`config.mk`:
```
export PLATFORM = sky130hd
export DESIGN_NAME = inst_fetch_queue
export DESIGN_NICKNAME = d
export VERILOG_FILES = /design/src/rtl/ifq_pkg.sv /design/src/rtl/ifq_fifo.sv /design/src/rtl/inst_fetch_queue.sv
export SDC_FILE = /design/constraint.sdc
export NUM_CORES = 1
export LEC_CHECK = 0
export CORE_MARGIN = 2
export CORE_UTILIZATION = 58
export CTS_CLUSTER_SIZE = 20
export DETAILED_ROUTE_END_ITERATION = 8
export GPL_TIMING_DRIVEN = 0
export PLACE_DENSITY_LB_ADDON = 0.08
export RECOVER_POWER = 25
export SYNTH_ARGS = -nofsm -noshare
export SYNTH_HDL_FRONTEND = slang
export SYNTH_SLANG_ARGS = --single-unit
```
`constraint.sdc`:
```
create_clock -name clk -period 4.9 [get_ports clk]
set_input_delay 0.98 -clock clk [delete_from_list [all_inputs] [get_ports clk]]
set_output_delay 0.98 -clock clk [all_outputs]
set_load 0.005 [all_outputs]
```
`src/rtl/ifq_pkg.sv`:
```
// Shared types, default sizes and sizing helpers for the instruction fetch queue.
package ifq_pkg;

    typedef enum logic [1:0] {
        IDLE  = 2'd0,
        FETCH = 2'd1,
        PAUSE = 2'd2
    } ifq_state_e;

    localparam int IFQ_ADDR_W = 32;
    localparam int IFQ_INST_W = 32;
    localparam int IFQ_DEPTH  = 4;

    function automatic int pc_step(input int inst_w);
        return inst_w / 8;
    endfunction

    localparam int PC_STEP = pc_step(IFQ_INST_W);

    // Counters must hold the value DEPTH itself, hence the extra bit.
    function automatic int cnt_w(input int depth);
        return $clog2(depth) + 1;
    endfunction

endpackage

```
`src/rtl/ifq_fifo.sv`:
```
// Synchronous FIFO with flush, full/empty/count; storage is left unreset, only pointers and count are.
module ifq_fifo
    import ifq_pkg::*;
#(
    parameter int WIDTH = 32,
    parameter int DEPTH = 4
) (
    input  logic                    clk,
    input  logic                    rst_n,
    input  logic                    push_i,
    input  logic                    pop_i,
    input  logic                    flush_i,
    input  logic [WIDTH-1:0]        wdata_i,
    output logic [WIDTH-1:0]        rdata_o,
    output logic                    full_o,
    output logic                    empty_o,
    output logic [cnt_w(DEPTH)-1:0] count_o
);

    localparam int AW = $clog2(DEPTH);
    localparam int CW = cnt_w(DEPTH);

    logic [WIDTH-1:0] mem_q [DEPTH];
    logic [AW-1:0]    wr_ptr_q, wr_ptr_d;
    logic [AW-1:0]    rd_ptr_q, rd_ptr_d;
    logic [CW-1:0]    count_q, count_d;
    logic             do_push, do_pop;

    assign empty_o = (count_q == '0);
    assign full_o  = (count_q == CW'(DEPTH));
    assign count_o = count_q;
    assign rdata_o = mem_q[rd_ptr_q];

    assign do_pop  = pop_i && !empty_o && !flush_i;
    assign do_push = push_i && (!full_o || do_pop) && !flush_i;

    always_comb begin
        wr_ptr_d = wr_ptr_q;
        rd_ptr_d = rd_ptr_q;
        count_d  = count_q;
        if (flush_i) begin
            wr_ptr_d = '0;
            rd_ptr_d = '0;
            count_d  = '0;
        end else begin
            if (do_push) wr_ptr_d = wr_ptr_q + AW'(1);
            if (do_pop)  rd_ptr_d = rd_ptr_q + AW'(1);
            count_d = count_q + CW'(do_push) - CW'(do_pop);
        end
    end

    always_ff @(posedge clk or negedge rst_n) begin
        if (!rst_n) begin
            wr_ptr_q <= '0;
            rd_ptr_q <= '0;
            count_q  <= '0;
        end else begin
            wr_ptr_q <= wr_ptr_d;
            rd_ptr_q <= rd_ptr_d;
            count_q  <= count_d;
        end
    end

    always_ff @(posedge clk) begin
        if (do_push) mem_q[wr_ptr_q] <= wdata_i;
    end

endmodule

```
`src/rtl/inst_fetch_queue.sv`:
```
// Instruction fetch front end: credit-limited sequential PC requests, in-order response queue, redirect with stale discard.
// Optional IFQ_BYPASS_EN: a response arriving at an empty queue is presented to decode in the same cycle.
module inst_fetch_queue
    import ifq_pkg::*;
#(
    parameter int                ADDR_W   = IFQ_ADDR_W,
    parameter int                INST_W   = IFQ_INST_W,
    parameter int                DEPTH    = IFQ_DEPTH,
    parameter logic [ADDR_W-1:0] RESET_PC = '0
) (
    input  logic              clk,
    input  logic              reset,
    input  logic              fetch_en,
    output logic              mem_req,
    output logic [ADDR_W-1:0] mem_addr,
    input  logic              mem_gnt,
    input  logic              mem_rvalid,
    input  logic [INST_W-1:0] mem_rdata,
    input  logic              redirect_valid,
    input  logic [ADDR_W-1:0] redirect_pc,
    output logic              inst_valid,
    output logic [INST_W-1:0] inst,
    output logic [ADDR_W-1:0] inst_pc,
    input  logic              inst_ready
);

    localparam int                CW   = cnt_w(DEPTH);
    localparam int                QW   = ADDR_W + INST_W;
    localparam logic [ADDR_W-1:0] STEP = ADDR_W'(pc_step(INST_W));

    ifq_state_e        state_q, state_d;
    logic [ADDR_W-1:0] pc_q, pc_d;
    logic [CW-1:0]     discard_q, discard_d;
    logic [QW-1:0]     last_q;

    logic              grant, rsp_ok, rsp_keep, bypass;
    logic              q_push, q_pop, q_full, q_empty;
    logic              tag_full, tag_empty;
    logic [CW-1:0]     q_count, inflight, inflight_next;
    logic [QW-1:0]     q_rdata, out_word;
    logic [ADDR_W-1:0] tag_pc;

    // Credit rule: every outstanding request already owns a queue slot, so the queue cannot overflow.
    assign mem_req  = (state_q == FETCH) && fetch_en &&
                      (({1'b0, q_count} + {1'b0, inflight}) < (CW+1)'(DEPTH));
    assign mem_addr = pc_q;
    assign grant    = mem_req && mem_gnt;

    // A response with nothing outstanding is a protocol error and is ignored.
    assign rsp_ok        = mem_rvalid && !tag_empty;
    assign rsp_keep      = rsp_ok && (discard_q == '0) && !redirect_valid;
    assign inflight_next = inflight + CW'(grant) - CW'(rsp_ok);

`ifdef IFQ_BYPASS_EN
    assign bypass = q_empty && rsp_keep;
`else
    assign bypass = 1'b0;
`endif

    assign inst_valid        = !q_empty || bypass;
    assign out_word          = !q_empty ? q_rdata : (bypass ? {tag_pc, mem_rdata} : last_q);
    assign {inst_pc, inst}   = out_word;
    assign q_pop             = !q_empty && inst_ready && !redirect_valid;
    assign q_push            = rsp_keep && !(bypass && inst_ready);

    ifq_fifo #(.WIDTH(ADDR_W), .DEPTH(DEPTH)) u_tag_fifo (
        .clk     (clk),
        .rst_n   (reset),
        .push_i  (grant),
        .pop_i   (rsp_ok),
        .flush_i (1'b0),
        .wdata_i (pc_q),
        .rdata_o (tag_pc),
        .full_o  (tag_full),
        .empty_o (tag_empty),
        .count_o (inflight)
    );

    ifq_fifo #(.WIDTH(QW), .DEPTH(DEPTH)) u_data_fifo (
        .clk     (clk),
        .rst_n   (reset),
        .push_i  (q_push),
        .pop_i   (q_pop),
        .flush_i (redirect_valid),
        .wdata_i ({tag_pc, mem_rdata}),
        .rdata_o (q_rdata),
        .full_o  (q_full),
        .empty_o (q_empty),
        .count_o (q_count)
    );

    always_comb begin
        state_d = state_q;
        case (state_q)
            IDLE:    state_d = FETCH;
            FETCH:   if (!fetch_en) state_d = PAUSE;
            PAUSE:   if (fetch_en) state_d = FETCH;
            default: state_d = IDLE;
        endcase
    end

    // Redirect wins: everything still outstanding after this cycle is stale and must be dropped.
    always_comb begin
        pc_d      = pc_q;
        discard_d = discard_q;
        if (redirect_valid) begin
            pc_d      = redirect_pc;
            discard_d = inflight_next;
        end else begin
            if (grant) pc_d = pc_q + STEP;
            if (rsp_ok && (discard_q != '0)) discard_d = discard_q - CW'(1);
        end
    end

    always_ff @(posedge clk or negedge reset) begin
        if (!reset) begin
            state_q   <= IDLE;
            pc_q      <= RESET_PC;
            discard_q <= '0;
            last_q    <= '0;
        end else begin
            state_q   <= state_d;
            pc_q      <= pc_d;
            discard_q <= discard_d;
            if (inst_valid) last_q <= out_word;
        end
    end

    a_rvalid_with_inflight: assert property (@(posedge clk) disable iff (!reset)
        !(mem_rvalid && tag_empty));
    a_no_queue_overflow: assert property (@(posedge clk) disable iff (!reset)
        !(q_push && q_full && !q_pop));
    a_no_tag_overflow: assert property (@(posedge clk) disable iff (!reset)
        !(grant && tag_full));

endmodule

```
==> results.cfg, run 1 <==
[outcome]
outcome = complete, but fails checks
violations = max-capacitance violations, max-slew violations

[clock_network]
cts_hold_buf = 0
clk_pin_slew_worst_paths_ns = 0.06
clock_sinks = 499
clock_latency_ns = 0.55
cts_tree = yes
cts-root-buf = clkbuf_16
cts-buffers-inserted = 49
htree_levels = 2
clock_path_buffers = 3
cts_resized = 0
cts_setup_buffers = 0

[sta]
finalHoldViolations = 0
fin_crit_sh_pct = 92.6
drv_slew = 51
fmax_mhz = 220
finalClockSkew_ns = 0.0106
totalNegativeSetupSlack_ns = 0
setup_violations = 0
rsz0062_at_grt = no
max_slew_margin_pct = -115
worstMarginPinSlew_ns = 3.23
period_minus_slack_ns = 4.54
setup_slack_ns = 0.362

[die]
core_um2 = 34400
die_area_um2 = 36200
num_io_pins = 169
die_w_um = 190
fp.dieH_um = 190
initial_core_util_pct = 58.6
row_count = 68

[global_route]
use_met1_pct = 32.0
grt_usage_pct = 22.9
grt_most_used_layer = met2
grt_pass1_wl_mm = 62.4
grt_pass1_vias = 11000
antenna_found_initial = 1
met3_usage_pct = 3.48
overflow = 0
use_met2_pct = 38.5
grt_max_degree = 66

[route]
drt-initial-drc-count = 694
vias = 10600
drc = 0
routed_wl_mm = 40.3
viasPerCell = 5.94
ant_nets = 0
wl_per_cell_um = 22.5
drtPass1Iterations = 5

[placement]
portBuffers = 168
gp_congestion = 0.875
post-place-ws_ns = 0.774
hpwlAfterDp_mm = 25.7

[synth]
synth.top_cell.area_share_pct = 57.3
synth_edf_count = 384
ys.warnings.count = 0
yosysSeqAreaShare_pct = 71.5
syn_inst = 1069
ys_top_cells_by_count = edfxtp_1 (384), mux2_2 (132), dfrtp_1 (115)
synth_area_leader_cell = edfxtp_1
netlist_area_um2 = 20100
ys.flop_type = edfxtp_1
yosys-top-cells-area = edfxtp_1 (57%), dfrtp_1 (14%), mux4_2 (11%), mux2_2 (7.4%), ha_1 (1.2%)
async_flop_share_pct = 23.0
ys_ff_latch = 499
synth_nets = 1162
synth_cell_types = 47
syn_area_per_cell_um2 = 18.8
yosysMostFrequentCell = edfxtp_1

[pwr]
pwr-share-clk_pct = 26.9
peakVddDrop_mv = 0.318
power.switching_mw = 3.53
power_density_nw_per_um2 = 547
switching_share_pct = 26.8
p_leak_nw = 8.08
power.total_mw = 13.2
comb_power_share_pct = 31.1
seq_power_share_pct = 42.0
internal_power_mw = 9.65

[layout]
ff_latch_area_um2 = 14400
multi_input_area_um2 = 5450
finish.net_count = 1386
area_delta_synth_final_pct = 19.6
drive_gt1_share_pct = 24.4
fill_cells = 2185

[flow_run]
max_cap_viol_count = 1

[worst_hold_path]
hp-class = flop to flop
hp-start = last_q[25]

[worst_setup_path]
crit_path_start_kind = flop
critPathMaxFanout = 10
crit_path_start = u_data_fifo.count_o[1]
critPathArrivalTime_ns = 3.56
required_ns = 3.92
r2r-start = u_data_fifo.count_o[1]
path_class = flop to primary output
end_kind = primary output
[kinds of logic (layout without fill, tap and decap cells)]
group / Yosys count / after routing / synth area share, %
AO/OA/AOI/OAI: 64 / 64 / 2.20
XOR/XNOR: 15 / 15 / 0.652
adder cells (fa/ha/maj): 22 / 22 / 1.48
buffers and inverters: 79 / 344 / 1.51
flip-flops: 499 / 499 / 71.5
multiplexers: 231 / 231 / 18.3
other: 0 / 1 / 0
AND/OR/NAND/NOR: 159 / 159 / 4.35
[final timing paths]
path | to | slack (ns) | cells after the start
min in group asynchronous | last_q[16] | 1.47 | 1
min | last_q[25] | 0.50 | 1
min reg2reg | last_q[25] | 0.50 | 1
max | inst[0] | 0.36 | 6
max in group asynchronous | mem_addr[27] | 1.55 | 1
max reg2reg | u_data_fifo.count_o[2] | 1.65 | 12
[routing by layer]
layer	wire, um	up-vias
li1	-	4747
met1	17000	5470
met2	20300	349
met3	2270	56
met4	730	2
met5	13	-
[power by group through the flow]
stage	Sequential [mW]	Clock (mW)	Combinational (mW)
after floorplan	5.53	0	2.49
after global placement	5.59	0	4.06
after detailed placement	5.62	0	4.15
after CTS	5.53	3.62	4.18
after global routing	5.59	3.79	4.43
final	5.53	3.55	4.10
[flip-flops by register name, indices dropped and copies added (netlist names)]
name and cells:
state_q 2, u_tag_fifo.rd_ptr_q 2, u_tag_fifo.mem_q 128, u_data_fifo.mem_q 256, u_data_fifo.wr_ptr_q 2, u_data_fifo.rd_ptr_q 2, mem_addr 32, u_tag_fifo.count_o 3
discard_q 3, last_q 64, u_tag_fifo.wr_ptr_q 2, u_data_fifo.count_o 3
[layout by cell type (no fill, tap or decap), types with 6 or more instances in the layout]
master	synthesis	routed
inv_1	26	26
nor3_1	8	8
clkdlybuf4s50_1	0	142
xnor2_1	11	11
buf_2	6	6
o31ai_1	11	11
or4_1	10	10
nor2_1	30	30
buf_1	10	10
a31oi_1	18	18
nand3_1	17	17
clkbuf_16	0	51
edfxtp_1	384	384
nand4_1	18	18
clkinv_2	0	10
dlygate4sd3_1	0	25
nor4_1	7	6
mux2_2	132	132
clkbuf_8	0	6
ha_1	19	19
clkbuf_1	36	55
o211ai_1	9	9
or3_1	7	7
nand2_1	27	27
o21ai_0	10	10
dfrtp_1	115	115
mux4_2	96	96
nand4b_1	6	6
[metrics by stage]
| step | utilization, % | cell area (um2) | hold WS, ns | std cells |
|---|---|---|---|---|
| after detailed placement | 65.6 | 22500 | 0.492 | 1697 |
| final | 70.1 | 24100 | 0.500 | 1790 |
| after floorplan | - | 20100 | 0.477 | 1069 |
| after global placement | 65.1 | 22400 | 0.485 | 1692 |
| after CTS | 70.1 | 24100 | 0.379 | 1789 |
| after global routing | 70.1 | 24100 | 0.511 | 1789 |
[worst max-delay path, stage by stage (launching register included)]
cell             delay (ns)
dfrtp_1                0.46
or3_1                  0.18
clkbuf_1               0.28
clkbuf_1               0.53
clkbuf_1               0.65
mux2_2                 0.42
clkdlybuf4s50_1        0.48
[area by class of cell]
| cell class | instances | area share (%) |
|---|---|---|
| antenna | 1 | 0.0104 |
| clock inverter | 17 | 0.468 |
| buffer | 52 | 0.842 |
| timing repair buffer | 173 | 7.53 |
| sequential | 499 | 59.8 |
| inverter | 27 | 0.421 |
| clock buffer | 75 | 5.92 |
| multi-input combinational | 491 | 22.6 |
| tap | 455 | 2.36 |
No activity file was read; power rests on OpenSTA's default activity.
==> inputs of run 2 (changes only) <==
--- a/config.mk
+++ b/config.mk
@@ -10,6 +10,7 @@
 export CTS_CLUSTER_SIZE = 20
 export DETAILED_ROUTE_END_ITERATION = 8
 export GPL_TIMING_DRIVEN = 0
+export HOLD_SLACK_MARGIN = 0.05
 export PLACE_DENSITY_LB_ADDON = 0.08
 export RECOVER_POWER = 25
 export SYNTH_ARGS = -nofsm -noshare
==> constraint.sdc (replaced) <==
create_clock -name clk -period 4.9 [get_ports clk]
set_input_delay 0.98 -clock clk [delete_from_list [all_inputs] [get_ports clk]]
set_output_delay 0.98 -clock clk [all_outputs]
set_load 0.01 [all_outputs]
==> results of run 2 <==
The final DEF is identical to that of run 1. Status: complete, but fails checks: max-capacitance violations, max-slew violations.
Main changes from that run: setup slack after layout 0.362 ns -> 0.332 ns; total power 13.2 mW -> 13.4 mW
==> inputs of run 3 (changes only) <==
--- a/config.mk
+++ b/config.mk
@@ -5,6 +5,7 @@
 export SDC_FILE = /design/constraint.sdc
 export NUM_CORES = 1
 export LEC_CHECK = 0
+export CAP_MARGIN = 5
 export CORE_MARGIN = 2
 export CORE_UTILIZATION = 58
 export CTS_CLUSTER_SIZE = 20
==> results of run 3 <==
The final DEF is identical to that of run 1. Status: complete, but fails checks: max-capacitance violations, max-slew violations.
Main changes from that run: setup slack after layout 0.362 ns -> 0.332 ns; total power 13.2 mW -> 13.4 mW
